--- config.mk ---
export PLATFORM = sky130hd
export DESIGN_NAME = key_debouncer
export DESIGN_NICKNAME = d
export VERILOG_FILES = /design/src/rtl/key_pkg.sv /design/src/rtl/key_debounce_channel.sv /design/src/rtl/key_debouncer.sv
export SDC_FILE = /design/constraint.sdc
export NUM_CORES = 1
export LEC_CHECK = 0
export ABC_CLOCK_PERIOD_IN_PS = 2800
export CAP_MARGIN = 20
export CORE_MARGIN = 3
export CORE_UTILIZATION = 58
export DETAILED_ROUTE_END_ITERATION = 6
export DONT_BUFFER_PORTS = 1
export GPL_TIMING_DRIVEN = 0
export PLACE_DENSITY = 0.74
export SLEW_MARGIN = 20
export SYNTH_ARGS = -nofsm -noshare
export SYNTH_HDL_FRONTEND = slang
export SYNTH_SLANG_ARGS = --single-unit
--- constraint.sdc ---
create_clock -name clk -period 2.8 [get_ports clk]
set_clock_uncertainty 0.05 [all_clocks]
set_input_delay 0.28 -clock clk [delete_from_list [all_inputs] [get_ports clk]]
set_output_delay 0.28 -clock clk [all_outputs]
set_load 0.1 [all_outputs]
--- src/rtl/key_pkg.sv ---
// key_pkg: shared constants for the key debouncer.
// Channel FSM encoding, default timing and counter sizing.
package key_pkg;

  localparam logic [1:0] ST_IDLE  = 2'd0;
  localparam logic [1:0] ST_PRESS = 2'd1;
  localparam logic [1:0] ST_HELD  = 2'd2;
  localparam logic [1:0] ST_REL   = 2'd3;

  localparam int unsigned DEF_DEBOUNCE_CYCLES = 1000000;
  localparam int unsigned DEF_REPEAT_DELAY    = 50000000;
  localparam int unsigned DEF_REPEAT_PERIOD   = 20000000;

  // Width that holds every terminal count (largest value minus one)
  function automatic int unsigned cnt_width(
    input int unsigned a,
    input int unsigned b,
    input int unsigned c
  );
    int unsigned m;
    m = (a > b) ? a : b;
    m = (m > c) ? m : c;
    if (m < 2) m = 2;
    return $clog2(m);
  endfunction

endpackage

--- src/rtl/key_debounce_channel.sv ---
// key_debounce_channel: one button, synchronizer + debounce FSM.
// Emits a registered one-cycle event per press and per repeat.
module key_debounce_channel
  import key_pkg::*;
#(
  parameter int unsigned DEBOUNCE_CYCLES = DEF_DEBOUNCE_CYCLES,
  parameter int unsigned REPEAT_DELAY    = DEF_REPEAT_DELAY,
  parameter int unsigned REPEAT_PERIOD   = DEF_REPEAT_PERIOD,
  parameter bit          REPEAT_EN       = 1'b0
) (
  input  logic clk,
  input  logic rst,
  input  logic btn_i,
  output logic evt_o
);

  localparam int unsigned CW =
    cnt_width(DEBOUNCE_CYCLES, REPEAT_DELAY, REPEAT_PERIOD);

  localparam logic [CW-1:0] DB_LAST = CW'(DEBOUNCE_CYCLES - 1);
  localparam logic [CW-1:0] RD_LAST = CW'(REPEAT_DELAY - 1);
  localparam logic [CW-1:0] RP_LAST = CW'(REPEAT_PERIOD - 1);

  logic [1:0]    sync_q, sync_d;
  logic [1:0]    state_q, state_d;
  logic [CW-1:0] cnt_q, cnt_d;
  logic          rep_q, rep_d;
  logic          evt_q, evt_d;
  logic          lvl;
  logic [CW-1:0] rep_last;

  assign lvl      = sync_q[1];
  assign rep_last = rep_q ? RP_LAST : RD_LAST;
  assign evt_o    = evt_q;

  // Next state: sync shift, debounce FSM, counter and repeat phase
  always_comb begin
    sync_d  = {sync_q[0], btn_i};
    state_d = state_q;
    cnt_d   = cnt_q;
    rep_d   = rep_q;
    evt_d   = 1'b0;
    unique case (1'b1)
      (state_q == ST_IDLE): begin
        rep_d = 1'b0;
        if (lvl) begin
          state_d = ST_PRESS;
          cnt_d   = '0;
        end
      end
      (state_q == ST_PRESS): begin
        if (!lvl) begin
          state_d = ST_IDLE;
          cnt_d   = '0;
        end else if (cnt_q == DB_LAST) begin
          state_d = ST_HELD;
          cnt_d   = '0;
          rep_d   = 1'b0;
          evt_d   = 1'b1;
        end else begin
          cnt_d = cnt_q + 1'b1;
        end
      end
      (state_q == ST_HELD): begin
        if (!lvl) begin
          state_d = ST_REL;
          cnt_d   = '0;
        end else if (REPEAT_EN) begin
          if (cnt_q == rep_last) begin
            cnt_d = '0;
            rep_d = 1'b1;
            evt_d = 1'b1;
          end else begin
            cnt_d = cnt_q + 1'b1;
          end
        end
      end
      (state_q == ST_REL): begin
        if (lvl) begin
          state_d = ST_HELD;
          cnt_d   = '0;
        end else if (cnt_q == DB_LAST) begin
          state_d = ST_IDLE;
          cnt_d   = '0;
        end else begin
          cnt_d = cnt_q + 1'b1;
        end
      end
      default: begin
        state_d = ST_IDLE;
        cnt_d   = '0;
      end
    endcase
  end

  // Channel state registers, cleared asynchronously
  always_ff @(posedge clk or negedge rst) begin
    if (!rst) begin
      sync_q  <= '0;
      state_q <= ST_IDLE;
      cnt_q   <= '0;
      rep_q   <= 1'b0;
      evt_q   <= 1'b0;
    end else begin
      sync_q  <= sync_d;
      state_q <= state_d;
      cnt_q   <= cnt_d;
      rep_q   <= rep_d;
      evt_q   <= evt_d;
    end
  end

endmodule

--- src/rtl/key_debouncer.sv ---
// key_debouncer: four debounced buttons to command pulses.
// Directions arbitrate up > left > right; confirm is deferred.
module key_debouncer
  import key_pkg::*;
#(
  parameter int unsigned DEBOUNCE_CYCLES = DEF_DEBOUNCE_CYCLES,
  parameter int unsigned REPEAT_DELAY    = DEF_REPEAT_DELAY,
  parameter int unsigned REPEAT_PERIOD   = DEF_REPEAT_PERIOD
) (
  input  logic clk,
  input  logic rst,
  input  logic btn_up_i,
  input  logic btn_left_i,
  input  logic btn_right_i,
  input  logic btn_confirm_i,
  output logic up_o,
  output logic left_o,
  output logic right_o,
  output logic confirm_o
);

  logic ev_up, ev_left, ev_right, ev_conf;
  logic up_q, up_d;
  logic left_q, left_d;
  logic right_q, right_d;
  logic conf_q, conf_d;
  logic pend_q, pend_d;
  logic dir;
  logic want;

  key_debounce_channel #(
    .DEBOUNCE_CYCLES (DEBOUNCE_CYCLES),
    .REPEAT_DELAY    (REPEAT_DELAY),
    .REPEAT_PERIOD   (REPEAT_PERIOD),
    .REPEAT_EN       (1'b0)
  ) u_ch_up (
    .clk   (clk),
    .rst   (rst),
    .btn_i (btn_up_i),
    .evt_o (ev_up)
  );

  key_debounce_channel #(
    .DEBOUNCE_CYCLES (DEBOUNCE_CYCLES),
    .REPEAT_DELAY    (REPEAT_DELAY),
    .REPEAT_PERIOD   (REPEAT_PERIOD),
    .REPEAT_EN       (1'b1)
  ) u_ch_left (
    .clk   (clk),
    .rst   (rst),
    .btn_i (btn_left_i),
    .evt_o (ev_left)
  );

  key_debounce_channel #(
    .DEBOUNCE_CYCLES (DEBOUNCE_CYCLES),
    .REPEAT_DELAY    (REPEAT_DELAY),
    .REPEAT_PERIOD   (REPEAT_PERIOD),
    .REPEAT_EN       (1'b1)
  ) u_ch_right (
    .clk   (clk),
    .rst   (rst),
    .btn_i (btn_right_i),
    .evt_o (ev_right)
  );

  key_debounce_channel #(
    .DEBOUNCE_CYCLES (DEBOUNCE_CYCLES),
    .REPEAT_DELAY    (REPEAT_DELAY),
    .REPEAT_PERIOD   (REPEAT_PERIOD),
    .REPEAT_EN       (1'b0)
  ) u_ch_conf (
    .clk   (clk),
    .rst   (rst),
    .btn_i (btn_confirm_i),
    .evt_o (ev_conf)
  );

  assign up_o      = up_q;
  assign left_o    = left_q;
  assign right_o   = right_q;
  assign confirm_o = conf_q;

  // Priority pick of one direction; confirm waits out a direction
  always_comb begin
    dir     = ev_up | ev_left | ev_right;
    want    = ev_conf | pend_q;
    up_d    = ev_up;
    left_d  = ev_left & ~ev_up;
    right_d = ev_right & ~ev_up & ~ev_left;
    conf_d  = want & ~dir;
    pend_d  = want & dir;
  end

  // Output pulse and pending registers, cleared asynchronously
  always_ff @(posedge clk or negedge rst) begin
    if (!rst) begin
      up_q    <= 1'b0;
      left_q  <= 1'b0;
      right_q <= 1'b0;
      conf_q  <= 1'b0;
      pend_q  <= 1'b0;
    end else begin
      up_q    <= up_d;
      left_q  <= left_d;
      right_q <= right_d;
      conf_q  <= conf_d;
      pend_q  <= pend_d;
    end
  end

endmodule

==> summary by stage, run 1 <==
Global routing
The number of antenna violations at the first check in global routing is 0. The global-route usage over all layers is 27.03%. Entering global routing, the biggest net connects approximately 130 pins. The total overflow left after global routing is 0.

The number of global-route vias before repair is 6660. The first global-routing pass estimated 31890 um of wire.

Yosys
The synthesis-stage register bit count is roughly 130. After synthesis, the mean cell area works out to a little under 9 sq um. After synthesis, the share of flip-flops with an asynchronous set or reset is between 90% and 100%. Ranked by total cell area, the synthesized netlist is headed by sky130_fd_sc_hd__dfrtp_1 (43%), sky130_fd_sc_hd__nand2_1 (6.0%), sky130_fd_sc_hd__o21ai_0 (5.3%), sky130_fd_sc_hd__nand3_1 (3.2%), sky130_fd_sc_hd__o31ai_1 (3.2%). The cell area after synthesis is approximately 7600 sq um. Synthesis produced 868 cells.

The dominant cell type by area after synthesis is sky130_fd_sc_hd__dfrtp_1. During synthesis, Yosys emitted a total of 0 warnings. The number of nets produced by synthesis is 889. The main flop type after synthesis is sky130_fd_sc_hd__dfrtp_1. After synthesis, flip-flops and latches occupy 43.07% of the total area. Synthesis instantiated 64 different standard cells from the library. The top cell type's share of synthesized area is a little over two fifths. The number of enable flip-flop cells after synthesis is 0.

Outcome
The flow ran to the end, but the final reports show violations. The final reports fail on hold timing.

Die
The die width is around 120 um. For this configuration, the core starts out at a cell density of 59.82%. The number of primary I/O pins is 10. The core area is ~13000 sq um. The die covers roughly 15000 sq um. The placement row count is 41. The die is 120.6 um tall.

Timing
The count of final hold-check violations is approximately 130. The worst slack on hold paths is -0.5026 ns. The shortest clock period the worst path allows after layout is around 2.7 ns. The number of max-slew violations in the final report came to 0. The remaining max-slew budget at the tightest pin is 41.86%. At the pin with the least slew margin, the transition time is 0.8727 ns. The post-route fraction of the period consumed by the critical path is a little over nine tenths. The final-report setup violation count is 0. Setup slack on the critical path of the routed design comes to roughly 0.14 ns. Timing would allow up to around 0.38 GHz. The sum of negative setup slack is 0 ns.

Route
The total number of vias is just under 7000. The number of optimization iterations in the first detailed-route pass is 7. The detailed router finished its first iteration with 658 violations.

Wires add up to 18800 um. The vias per cell is approximately 6.4. In this run the remaining antenna-violating nets after routing total 0.

After detailed routing, the average wire length per cell comes to between 15 and 20 um. The count of unresolved DRC violations after routing is 0.

Final layout
Cells with a size suffix above 1 make up 8.379% of the layout. The most common cell after layout, fill and taps aside is sky130_fd_sc_hd__dfrtp_1. 0 antenna diodes ended up in the layout. The utilization after layout is approximately two thirds. The library cells used most frequently in the layout, excluding fill and tap cells, are sky130_fd_sc_hd__dfrtp_1 (131), sky130_fd_sc_hd__nand2_1 (122), sky130_fd_sc_hd__o21ai_0 (80). For this run, the post-layout net count is slightly above 900.

The final non-filler cell area is around 8500 sq um. From synthesis to final layout, the design area changed by 12.33%.

CTS
After clock tree synthesis, the clock-pin slew on the worst setup and hold paths is about 0.06 ns. Clock tree synthesis found a total of ~130 sinks. Buffers inserted to repair hold after CTS numbered 4. In this run, CTS created clock tree buffers numbering 17.

The TritonCTS clock tree is done. The tree is rooted in a sky130_fd_sc_hd__clkbuf_16. The clock passes through at most 2 buffers. CTS built an H-tree with a depth of 4. The clock reaches the later pin of the worst-skew pair after 0.43 ns.

Placed design
The worst setup slack before clock tree synthesis is -0.09845 ns. The port buffer count is 0. In this run the cell area measured after placement is 7826 sq um. The final RePlAce weighted congestion is approximately 0.93.

The sum of net half-perimeters after detailed placement is 12460 um.

Hold path
The min-delay analysis places its worst path in the category in2async.

Power
The net switching component of the power is ~2.1 mW. The analysis attributes to cell leakage a power of 3.444 nW. The part of the total power dissipated in combinational logic is approximately 28%. Cell internal power was estimated by the tool at just over 4 mW. Per report_power, the sequential group accounts for between 30% and 40% of the total. The maximum vdd drop is around 570 uV. The clock network is responsible for between 30% and 40% of the overall power. The net switching fraction of the power is between 30% and 40%. Power spread over the standard cell area amounts to between 700 and 800 nW/um^2.

Worst setup path
The critical path goes through ha_1 > nand3_2 > or4_1 > clkbuf_1 > or4_4 > o21ai_0 > o31a_1 > o41ai_1. The data arrival time of the critical path is 2.91 ns. On the worst path, the slowest cell contributes a delay of between 0.5 and 0.6 ns.

Among all stages on the critical path, the largest delay is contributed by sky130_fd_sc_hd__or4_4. The critical path is of the reg2reg type. The worst setup path is captured at a register. The highest fanout seen on the critical path is 6. The data required time of the critical path is 3.05 ns. For the worst flop-to-flop path, the logic depth is 8. The startpoint kind of the worst setup timing path is a register.

Run
Max-cap violations in this run came to 0.
-- per-layer routing --
metal / up-vias / global-route usage [%] / part of all wire (%)
met4: 0 / 12.18 / 2.3
met2: 249 / 43.00 / 48
met5: - / 0 / 0
li1: 3279 / - / -
met1: 3305 / 35.90 / 44
met3: 51 / 5.426 / 6.0
-- kinds of logic after synthesis --
group                    after synthesis  share of synthesized area, %
XOR/XNOR                              10                         1.151
buffers and inverters                 76                         4.274
flip-flops                           131                         43.07
AO/OA/AOI/OAI                        224                         19.91
AND/OR/NAND/NOR                      400                         27.45
adder cells (fa/ha/maj)               15                         2.466
multiplexers                          12                         1.677
-- power groups by stage --
stage	logic [mW]	clock network (mW)	registers (mW)
6_report	1.76	2.30	2.10
5_1_grt	1.91	2.41	2.12
4_1_cts	1.64	2.32	2.10
3_5_place_dp	1.61	0	2.13
3_3_place_gp	1.54	0	2.12
2_1_floorplan	1.17	0	2.11
-- critical path, delay by kind of cell, from the launching register on --
kind            cells  cell delay [ns]
simple gates        3             1.23
flops               1             0.40
compound gates      3             0.38
fa+ha+maj           1             0.25
buf+inv             1             0.21
-- synthesized netlist by cell type, types with 4 or more instances --
library cell and n:
sky130_fd_sc_hd__a21oi_1 31, sky130_fd_sc_hd__nand4_1 30, sky130_fd_sc_hd__clkbuf_1 37, sky130_fd_sc_hd__o31ai_2 5, sky130_fd_sc_hd__nand3b_1 4, sky130_fd_sc_hd__nor3b_1 5
sky130_fd_sc_hd__nor2b_1 8, sky130_fd_sc_hd__nor4b_1 15, sky130_fd_sc_hd__nor3_1 23, sky130_fd_sc_hd__nand3_1 48, sky130_fd_sc_hd__or2_2 5, sky130_fd_sc_hd__o21ai_0 81
sky130_fd_sc_hd__xnor2_1 4, sky130_fd_sc_hd__or4_1 4, sky130_fd_sc_hd__buf_2 6, sky130_fd_sc_hd__buf_6 4, sky130_fd_sc_hd__o31ai_1 32, sky130_fd_sc_hd__and3_1 24
sky130_fd_sc_hd__a31oi_1 10, sky130_fd_sc_hd__o31a_1 11, sky130_fd_sc_hd__nand2_1 122, sky130_fd_sc_hd__xor2_1 6, sky130_fd_sc_hd__nand4b_1 4, sky130_fd_sc_hd__a21o_1 11
sky130_fd_sc_hd__ha_1 15, sky130_fd_sc_hd__and2_1 13, sky130_fd_sc_hd__o311ai_0 8, sky130_fd_sc_hd__or3_1 14, sky130_fd_sc_hd__dfrtp_1 131, sky130_fd_sc_hd__nor4_1 8
sky130_fd_sc_hd__mux2i_1 6, sky130_fd_sc_hd__o41ai_1 5, sky130_fd_sc_hd__mux2_2 6, sky130_fd_sc_hd__inv_1 24, sky130_fd_sc_hd__nor2_1 55, sky130_fd_sc_hd__and4_1 9
-- metrics by stage --
stage / power [mW] / instances
finish: 6.157 / 1079
global route: 6.445 / 1079
floorplan: 3.280 / 868
global placement: 3.658 / 1040
CTS: 6.052 / 1076
detailed placement: 3.738 / 1040
-- repair_timing --
item | 4_1_cts | 5_1_grt
cloned | 0 | 0
setup endpoints to repair | 8 | 52
pin swaps | 0 | 3
resized for setup | 2 | 8
buffers inserted | 0 | 3
hold endpoints to repair | 135 | 131
-- worst paths after layout --
kind                                     startpoint                   end  slack [ns]
worst max register to register  u_ch_right.cnt_q[0]  u_ch_right.cnt_q[24]        0.14
max in group asynchronous                       rst    u_ch_conf.cnt_q[3]        2.99
worst min-delay path                            rst      u_ch_right.rep_q       -0.50
worst min register to register  u_ch_left.sync_q[0]   u_ch_left.sync_q[1]        0.30
min in group clk                u_ch_left.sync_q[0]   u_ch_left.sync_q[1]        0.30
worst max-delay path            u_ch_right.cnt_q[0]  u_ch_right.cnt_q[24]        0.14
-- final cells by class --
class                   instances  area, sq um
fillers                      1071         4173
multi-input cells             661         4043
flip-flops and latches        131         3278
clock buffers                  20        456.7
plain buffers                  52        237.7
well taps                     172        215.2
clock inverters                12        153.9
inverters                      24        90.09
repair buffers                  7        75.07
-- sequential cells by signal (all words and copies together) (netlist names), 2 cells and up, named ones only --
| signal | count |
|---|---|
| u_ch_conf.sync_q | 2 |
| u_ch_up.sync_q | 2 |
| u_ch_conf.cnt_q | 26 |
| u_ch_right.cnt_q | 26 |
| u_ch_up.cnt_q | 26 |
| u_ch_left.sync_q | 2 |
| u_ch_right.sync_q | 2 |
| u_ch_left.cnt_q | 26 |
No activity file was read; power rests on OpenSTA's default activity.
==> inputs of run 2 (changes only) <==
--- a/config.mk
+++ b/config.mk
@@ -5,14 +5,14 @@
 export SDC_FILE = /design/constraint.sdc
 export NUM_CORES = 1
 export LEC_CHECK = 0
-export ABC_CLOCK_PERIOD_IN_PS = 2800
+export ABC_CLOCK_PERIOD_IN_PS = 2100
 export CAP_MARGIN = 20
 export CORE_MARGIN = 3
 export CORE_UTILIZATION = 58
 export DETAILED_ROUTE_END_ITERATION = 6
 export DONT_BUFFER_PORTS = 1
 export GPL_TIMING_DRIVEN = 0
-export PLACE_DENSITY = 0.74
+export PLACE_DENSITY = 0.76
 export SLEW_MARGIN = 20
 export SYNTH_ARGS = -nofsm -noshare
 export SYNTH_HDL_FRONTEND = slang
==> constraint.sdc (replaced) <==
create_clock -name clk -period 2.1 [get_ports clk]
set_clock_uncertainty 0.05 [all_clocks]
set_input_delay 0.21 -clock clk [delete_from_list [all_inputs] [get_ports clk]]
set_output_delay 0.21 -clock clk [all_outputs]
set_load 0.1 [all_outputs]
==> run 2 against run 1 <==
Maximum frequency up 5.4%. Highest routed layer unchanged. Setup slack worse by 0.56 ns. Critical path type unchanged. The run ends with hold timing, setup timing left. Sequential power increased by 34%. Critical path depth unchanged. Sequential share of layout area is 5.1 points lower. Non-clock buffer count increased by 43. First-iteration DRC count rose by 67%. Cell count grew 4.0%.
==> summary by stage, run 2 (synthesis results as in run 1) <==
Outcome
The run finished, with violations left. The final reports fail on hold timing, setup timing.

Placed design
Once placement completed, the tool counted placed cells totaling 1040. The sum of net half-perimeters after detailed placement is about 12000 um. The port buffer count is 0. The final RePlAce weighted congestion is 0.9737.

Die
The placement row count is 41. In this run the standard cell core region covers ~13000 sq um. The starting utilization of the core area is about 60%. The die covers between 10000 and 15000 sq um. The die width is between 100 and 150 um. Measured along the y axis, the die boundary spans between 100 and 150 um.

The number of primary I/O pins is 10.

Final layout
The total of fill cells in the finished design is around 790. The top cell types in the final layout, fill and taps aside, are sky130_fd_sc_hd__nand2_1 (120), sky130_fd_sc_hd__dfrtp_1 (118), sky130_fd_sc_hd__o21ai_0 (64). Leaving out fill and tap cells, the most frequent cell in the layout is sky130_fd_sc_hd__nand2_1. Compared with the post-synthesis result, the final layout area differs by 30.17%. The multi-input logic area is about 4800 sq um. The sequential cells in the finished layout cover a total of ~3300 sq um. The number of antenna cells inserted is 0.

The fraction of layout cells with a size suffix above 1 is around 28%. After the last flow step, the layout net total stands at 958. The final cell count without fillers is 1122.

Timing
The number of max-slew violations in the final report is 0. Setup repair after global routing could not meet its margin everywhere. The shortest clock period the worst path allows after layout is between 2 and 3 ns. After layout, the worst path uses 120.2% of the clock period. The slew of the pin with the lowest slew margin is approximately 0.87 ns. For this run, the top clock speed supported by timing is around 0.40 GHz.

The worst pin sits at a relative slew slack of about two fifths. Once routing completed, OpenROAD measured the worst setup slack at -0.4232 ns. Setup violations remaining at the end of the flow were counted as 60. The count of final hold-check violations is between 100 and 150. The worst slack on hold paths is -0.5714 ns. The sum of negative setup slack is -19.23 ns.

Route
The detailed route wirelength on metal2 is 11190 um. The remaining number of nets flagged by the antenna check after routing is 0. The first TritonRoute pass finished after 7 iterations. Wire segments on met3 add up to 1610 um in the final route. For this block, the routed nets add up to about 23000 um of wire. The routed length per instance is roughly 20 um. The count of routing violations after the opening detailed-route iteration is approximately 1100. The total number of vias is 7566. The vias per cell is 6.743. After detailed routing, the number of remaining DRC violations is 0. Routed signal wires occupy layers up through met4. The met1 wire length is ~9000 um.

Power
The internal power consumption is approximately 6.4 mW. Combinational logic is responsible for between 30 and 40% of the overall power. The net switching component of the power is between 3 and 4 mW.

The maximum vdd drop is about 650 uV. The part of the total power dissipated in the clock network is about a third. The net switching fraction of the power is 34.55%. Registers are responsible for approximately 29% of the overall power. The power per standard cell area is roughly 990 nW/um^2. The leakage power summed over all cells is between 3 and 4 nW.

Global routing
Summed over all layers, the global routing overflow is 0. The first global-routing pass estimated 34960 um of wire. Entering global routing, the biggest net connects 132 pins. Global routing used 29.39% of the available tracks across all layers. The number of antenna violations at the first check in global routing was 0. The number of global-route vias before repair is between 7000 and 8000.

Hold path
The tightest min-delay check is of the in2async type.

CTS
The count of H-tree levels built during CTS is 4. The clock latency of the later-clocked register in the worst-skew pair is between 0.4 and 0.5 ns. The clock tree root driver cell is sky130_fd_sc_hd__clkbuf_16. In this run, post-CTS hold repair placed 4 buffers. The clock transition at the registers of the reported paths is approximately 0.06 ns. For this design, the sink count on the clock tree is ~130. The number of buffers added by the clock tree synthesis step is 17. In this run the deepest clock path goes through 2 buffers. TritonCTS built the clock tree.

Run
The number of max-capacitance violations reported is 0.

Worst setup path
STA puts the critical path data arrival time at between 2 and 3 ns. The worst setup path is launched from a register. STA puts the critical path data required time at about 2.3 ns. The start-to-end type of the worst setup path is reg2reg. The highest fanout seen on the critical path is 9. The worst setup path is captured at a register.
==> run 2: changes by cell type in the layout (fill, tap and decap cells not counted), moves of 9 or more <==
cell / change
sky130_fd_sc_hd__buf_4: +42
sky130_fd_sc_hd__clkbuf_1: -25
sky130_fd_sc_hd__nand3_1: -17
sky130_fd_sc_hd__buf_6: +16
sky130_fd_sc_hd__o21ai_0: -16
sky130_fd_sc_hd__dfrtp_1: -13
sky130_fd_sc_hd__dfrtp_2: +13
sky130_fd_sc_hd__nand3_2: +10
sky130_fd_sc_hd__nor3_1: -10
sky130_fd_sc_hd__nor4b_1: -10
sky130_fd_sc_hd__nor4b_2: +10
sky130_fd_sc_hd__a21oi_1: -9
sky130_fd_sc_hd__o21ai_1: +9
==> run 2: worst paths after layout <==
path | endpoint | cells past startpoint | startpoint | slack [ns]
hold reg to reg | u_ch_left.sync_q[1] | 0 | u_ch_left.sync_q[0] | 0.30
setup reg to reg | u_ch_left.cnt_q[10] | 8 | u_ch_left.cnt_q[20] | -0.42
setup / recovery | u_ch_left.cnt_q[10] | 8 | u_ch_left.cnt_q[20] | -0.42
hold / removal | u_ch_right.rep_q | 0 | rst | -0.57
max in group asynchronous | u_ch_up.cnt_q[7] | 0 | rst | 2.30
min in group clk | u_ch_right.sync_q[0] | 1 | btn_right_i | 0.29
==> run 2: cell type report <==
type                    instances  area share, %
clock inverters                13          2.324
plain buffers                  39          2.854
repair buffers                 63          5.696
inverters                      24         0.9093
multi-input cells             661          48.32
flip-flops and latches        131          33.25
well taps                     172          2.172
clock buffers                  19          4.471
==> run 2: through the flow <==
step	hold WS [ns]	setup WS, ns	instance area (sq um)	utilization (%)	total power, mW
finish	-0.5714	-0.4232	9907	77.87	9.820
floorplan	-0.1356	-0.1957	7644	-	4.422
CTS	-0.5826	-0.3787	9268	72.85	9.302
global route	-0.5805	-0.5103	9907	77.87	10.15
global placement	-0.1316	-0.4879	7859	61.77	4.911
detailed placement	-0.1315	-0.5666	7859	61.77	5.022
==> run 2: critical path: stages, from the launching register on <==
cell and delay [ns]:
sky130_fd_sc_hd__dfrtp_1 0.50, sky130_fd_sc_hd__nor4b_1 0.49, sky130_fd_sc_hd__nand4_1 0.35, sky130_fd_sc_hd__o21ai_4 0.30
sky130_fd_sc_hd__buf_6 0.14, sky130_fd_sc_hd__o22ai_4 0.12, sky130_fd_sc_hd__buf_6 0.18, sky130_fd_sc_hd__a21oi_4 0.15
sky130_fd_sc_hd__mux2i_1 0.12
==> run 2: power by group through the flow <==
stage | combinational (mW) | sequential (mW) | clock [mW]
2_1_floorplan | 1.61 | 2.81 | 0
3_3_place_gp | 2.08 | 2.83 | 0
3_5_place_dp | 2.18 | 2.84 | 0
4_1_cts | 3.07 | 2.79 | 3.44
5_1_grt | 3.79 | 2.82 | 3.54
6_report | 3.59 | 2.81 | 3.42
==> run 2: what timing repair did <==
item	in CTS	in global routing
endpoints found under the hold margin	135	131
setup buffers	30	25
pin swaps	42	47
gates cloned	4	1
setup endpoints to repair	110	110
gates resized for setup	120	124
==> run 2: metal layers <==
metal	vias up	global-route usage (%)
met5	-	0
met4	0	12.32
met3	102	6.782
met2	437	47.08
met1	3667	38.56
li1	3360	-
